==> src/rtl/add_sched.sv <==
// add_sched: round-robin word-serial scheduler sharing one 16-bit carry-select adder among N_REQ requesters.
// Define ADD_SCHED_OVF_EN to build the signed-overflow flag on the final word; otherwise res_ovf is tied low.
module add_sched #(
    parameter int N_REQ     = 4,
    parameter int MAX_WORDS = 4
) (
    input  logic                     clk,
    input  logic                     rst,
    input  logic [N_REQ-1:0]         req_valid,
    output logic [N_REQ-1:0]         req_ready,
    input  logic [16*N_REQ-1:0]      req_a,
    input  logic [16*N_REQ-1:0]      req_b,
    input  logic [N_REQ-1:0]         req_cin,
    input  logic [N_REQ-1:0]         req_last,
    output logic                     res_valid,
    input  logic                     res_ready,
    output logic [15:0]              res_y,
    output logic                     res_cout,
    output logic [$clog2(N_REQ)-1:0] res_id,
    output logic                     res_last,
    output logic                     res_ovf
);
    localparam int IW = $clog2(N_REQ);
    localparam int WW = $clog2(MAX_WORDS) + 1;
    localparam logic [0:0] IDLE = 1'b0;
    localparam logic [0:0] BUSY = 1'b1;

    logic [0:0]    state;
    logic [IW-1:0] ptr, grant, pick, idx;
    logic [WW-1:0] wcnt;
    logic          first, creg, go, accept, last, cin, cout;
    logic [15:0]   a, b, sum;
    logic [8:0]    lo, hi0, hi1;
    logic [15:0]   a_arr [N_REQ];
    logic [15:0]   b_arr [N_REQ];

    for (genvar g = 0; g < N_REQ; g++) begin : g_unpack
        assign a_arr[g] = req_a[16*g +: 16];
        assign b_arr[g] = req_b[16*g +: 16];
    end

    assign go        = (state == BUSY) & (~res_valid | res_ready);
    assign req_ready = go ? (N_REQ'(1) << grant) : '0;
    assign accept    = go & req_valid[grant];
    assign a         = a_arr[grant];
    assign b         = b_arr[grant];
    assign last      = req_last[grant] | (wcnt == WW'(MAX_WORDS - 1));
    assign cin       = first ? req_cin[grant] : creg;

    // Carry-select: upper byte is precomputed for both carries, low-byte carry picks one.
    assign lo   = {1'b0, a[7:0]} + {1'b0, b[7:0]} + {8'd0, cin};
    assign hi0  = {1'b0, a[15:8]} + {1'b0, b[15:8]};
    assign hi1  = hi0 + 9'd1;
    assign sum  = {lo[8] ? hi1[7:0] : hi0[7:0], lo[7:0]};
    assign cout = lo[8] ? hi1[8] : hi0[8];

    // Scanning from the farthest offset down leaves the nearest valid requester after ptr.
    always_comb begin
        pick = ptr;
        idx  = ptr;
        for (int k = N_REQ; k >= 1; k--) begin
            idx = IW'((int'(ptr) + k) % N_REQ);
            if (req_valid[idx]) pick = idx;
        end
    end

    always_ff @(posedge clk or posedge rst) begin
        if (rst) begin
            state     <= IDLE;
            ptr       <= IW'(N_REQ - 1);
            grant     <= '0;
            first     <= 1'b1;
            creg      <= 1'b0;
            wcnt      <= '0;
            res_valid <= 1'b0;
            res_y     <= '0;
            res_cout  <= 1'b0;
            res_id    <= '0;
            res_last  <= 1'b0;
        end else begin
            if (accept) begin
                res_valid <= 1'b1;
                res_y     <= sum;
                res_cout  <= cout;
                res_id    <= grant;
                res_last  <= last;
                creg      <= cout;
                first     <= 1'b0;
                wcnt      <= wcnt + 1'b1;
            end else if (res_ready) begin
                res_valid <= 1'b0;
            end
            if (state == IDLE && |req_valid) begin
                grant <= pick;
                first <= 1'b1;
                wcnt  <= '0;
                state <= BUSY;
            end
            if (accept && last) begin
                ptr   <= grant;
                state <= IDLE;
            end
        end
    end

`ifdef ADD_SCHED_OVF_EN
    always_ff @(posedge clk or posedge rst) begin
        if (rst) res_ovf <= 1'b0;
        else if (accept) res_ovf <= last & (a[15] == b[15]) & (sum[15] != a[15]);
    end
`else
    assign res_ovf = 1'b0;
`endif
endmodule

==> config.mk <==
export PLATFORM = sky130hd
export DESIGN_NAME = add_sched
export DESIGN_NICKNAME = d
export VERILOG_FILES = /design/src/rtl/add_sched.sv
export SDC_FILE = /design/constraint.sdc
export NUM_CORES = 1
export LEC_CHECK = 0
export BUFFER_PORTS_ARGS = -buffer_cell sky130_fd_sc_hd__clkbuf_2
export CELL_PAD_IN_SITES_DETAIL_PLACEMENT = 0
export CELL_PAD_IN_SITES_GLOBAL_PLACEMENT = 1
export CORE_MARGIN = 2
export CORE_UTILIZATION = 35
export CTS_CLUSTER_SIZE = 25
export DETAILED_ROUTE_END_ITERATION = 7
export PLACE_DENSITY = 0.92
export SLEW_MARGIN = 20
export SYNTH_ARGS = -nofsm -noshare
export SYNTH_HDL_FRONTEND = slang
export SYNTH_SLANG_ARGS = --single-unit
==> constraint.sdc <==
create_clock -name clk -period 5.9 [get_ports clk]
set_clock_uncertainty 0.15 [all_clocks]
set_input_delay 1.18 -clock clk [delete_from_list [all_inputs] [get_ports clk]]
set_output_delay 1.18 -clock clk [all_outputs]
set_load 0.01 [all_outputs]
==> results.toml <==
[logic_synthesis]
async_reset_ff_frac = 1.000
synth_top_cell_area_share = 0.2695
synthSimpleGateAreaFrac = 0.1279
synth_top_family_by_area = "multiplexers"
ys_ff_latch = 30
ys_warn_count = 0
synth-xor-area-share = 0.03892
synth_area_per_cell_um2 = 10.83
netlist-cell-type-count = 54
synthTopCellsByCount = "mux4_2 (35), nand2_1 (33), dfrtp_1 (27)"
synth_cells = 270
synth_fp_nets = 434
synth_most_common_cell = "mux4_2"
synth_edf_count = 0
syn_area_mm2 = 0.002925
yosysSeqAreaShare = 0.2579
synth_compound_area_frac = 0.1429
synth_top_cell_by_area = "mux4_2"
ys.flop_type = "dfrtp_1"
synth_area_leaders = "mux4_2 (27%), dfrtp_1 (23%), ha_1 (7.7%), nand2_1 (4.2%), dfstp_2 (2.7%)"
yosys.area_share.adder = 0.09752
synth_mux_area_frac = 0.2917

[drt]
highest_layer = "met4"
met3_length_um = 533
firstDrtPassIters = 4
viasPerCell = 5.052
wl_met1_um = 3072
ant_nets = 0
drc_errors = 0
vias = 2708
finalWirelength_um = 7716
drt_iter0_markers = 46
wl_per_cell_um = 14.40
wl_met2_um = 4043

[clock_tree]
cts_buffers = 5
cts_sinks = 30
post_cts.repair.setup_buffers = 0
cts_resized = 0
root_buffer = "clkbuf_8"
cts_hold_buf = 0
cts_tree = "done"
worst_skew_pair.late_latency_ns = 0.28
cts_htree_levels = 2
clockBufferDepth = 2
clk_pin_slew_ns = 0.07

[setup_path]
endpoint_kind = "flip-flop"
required_ns = 5.90
cpMostUsedCell = "fa_1"
path_depth = 12
critPathKind = "in -> reg"
crit_chain = "clkbuf_2 -> mux4_2 -> mux2i_1 -> fa_1 -> inv_1 -> fa_1 -> a211oi_1 -> o211a_1 -> o21bai_1 -> nand2b_1 -> xor2_1 -> o21ai_1"
cp_top_family = "compound AO/OA/AOI/OAI gates"
path_buf_inv = 2
cp-start-kind = "input pin"
worst-path-max-fanout = 3
worst-r2r-cell-count = 9
max_stage_delay_ns = 0.45
cp.arrival_ns = 3.79
critical_path.slowest_cell = "mux4_2"

[grt]
grt_pass1_wl_um = 11810
grt_pass1_vias = 2562
grt_usage = 0.1675
grt_overflow = 0
grt_max_degree = 46
antenna_found_initial = 0

[floorplan]
start_util = 0.3578
num_rows = 33
coreArea_mm2 = 0.008175
die-area_mm2 = 0.009105
fp.dieW_um = 95.42
dieHeight_um = 95.42
ios = 169

[sta]
post-route-min-period_ns = 3.795
slew_headroom = 0.4036
tns_ns = 0
final-setup-viol-count = 0
fmax_mhz = 263.5
report.final.slew_viol_count = 0
worstMarginPinSlew_ns = 0.8946
fin_crit_sh = 0.6432
rsz0062_at_grt = "no"
finalHoldViolCount = 0

[finish]
diodes = 0
seqCellArea_um2 = 757.0
area_growth_pct = 33.96
layout-drive-gt1-share = 0.5290
nFillCells = 839
multiInputGateArea_mm2 = 0.002048
nNetsFinal = 594
fin_cells = 536

[outcome]
status = "complete, no violations"

[placed_design]
dp_cells = 528
hpwl_um = 6538
port_buffers = 167
routabilityCongestion = 0.7733

[power]
ir_drop_uv = 253.7
pwr_density_cell_mw_per_mm2 = 598.4
cellLeakagePower_nw = 1.935
p_total_w = 0.002345

[hold_path]
hold_depth = 2
worstHoldPathType = "reg -> reg"

[flow_run]
maxCapViolCount = 0
==> state kept, by name, summed over array words and instances, names as in the netlist, 2 cells and up <==
register  count
grant         2
res_id        2
res_y        16
wcnt          3
ptr           2
==> layout make-up <==
| type | instances | area share |
|---|---|---|
| clock buffer | 6 | 0.01852 |
| clock inverter | 2 | 0.002554 |
| inverter | 13 | 0.01245 |
| multi-input combinational | 211 | 0.5227 |
| sequential | 30 | 0.1932 |
| tap | 105 | 0.03352 |
| timing repair buffer | 169 | 0.2171 |
==> worst reg2reg max path: stages, from the launching register on <==
cell	delay, ns
dfrtp_2	0.78
buf_4	0.45
mux4_2	0.62
fa_1	0.50
a211oi_1	0.29
o211a_1	0.29
o21bai_1	0.20
nand2b_1	0.16
xor2_1	0.14
o21ai_1	0.07
==> placed cells by master, fill, tap and decap left out, drive strengths merged, types with 7 or more instances in the layout <==
| master | Yosys | layout |
|---|---|---|
| nor2 | 11 | 11 |
| mux4 | 35 | 35 |
| clkbuf | 7 | 173 |
| nand2 | 33 | 33 |
| inv | 13 | 13 |
| xor2 | 7 | 7 |
| ha | 18 | 18 |
| dfrtp | 27 | 27 |
| o21ai | 24 | 24 |
| a21oi | 8 | 8 |
==> final timing paths <==
check	start	to	slack (ns)
worst max-delay path	req_cin[3]	res_y[10]	2.11
min in group asynchronous	rst	res_y[0]	0.81
worst min-delay path	first	first	0.32
worst min register to register	first	first	0.32
worst max register to register	grant[0]	res_y[10]	2.11
max in group asynchronous	rst	ptr[1]	4.48
==> power by group <==
group,internal [W],switching [W]
sequential,0.000320,0.000138
combinational,0.000844,0.000888
clock,0.0000815,0.0000747
total,0.00124,0.00110
==> routing by layer <==
| layer | global-route usage | vias to the layer above |
|---|---|---|
| met3 | 0.03478 | 8 |
| met4 | 0.02857 | 0 |
| met2 | 0.3157 | 111 |
| met5 | 0 | - |
| li1 | - | 1337 |
| met1 | 0.1977 | 1252 |
==> through the flow <==
stage / instance area [um^2] / setup slack (ns) / hold slack [ns] / utilization
floorplan: 2925 / 2.162 / 0.2965 / -
global placement: 3836 / 1.891 / 0.3116 / 0.4692
detailed placement: 3836 / 1.785 / 0.3131 / 0.4692
CTS: 3919 / 2.042 / 0.3266 / 0.4793
global route: 3919 / 1.745 / 0.3492 / 0.4793
finish: 3919 / 2.105 / 0.3225 / 0.4793
==> cells by family (layout without fill, tap and decap cells) <==
family	count (synthesis)	in the layout
AND/OR/NAND/NOR	74	74
AO/OA/AOI/OAI	61	61
multiplexers	41	41
flip-flops	30	30
buffers and inverters	29	190
adder cells (fa/ha/maj)	21	21
XOR/XNOR	13	13
other	1	1
Power figures use the tool's default switching activity.
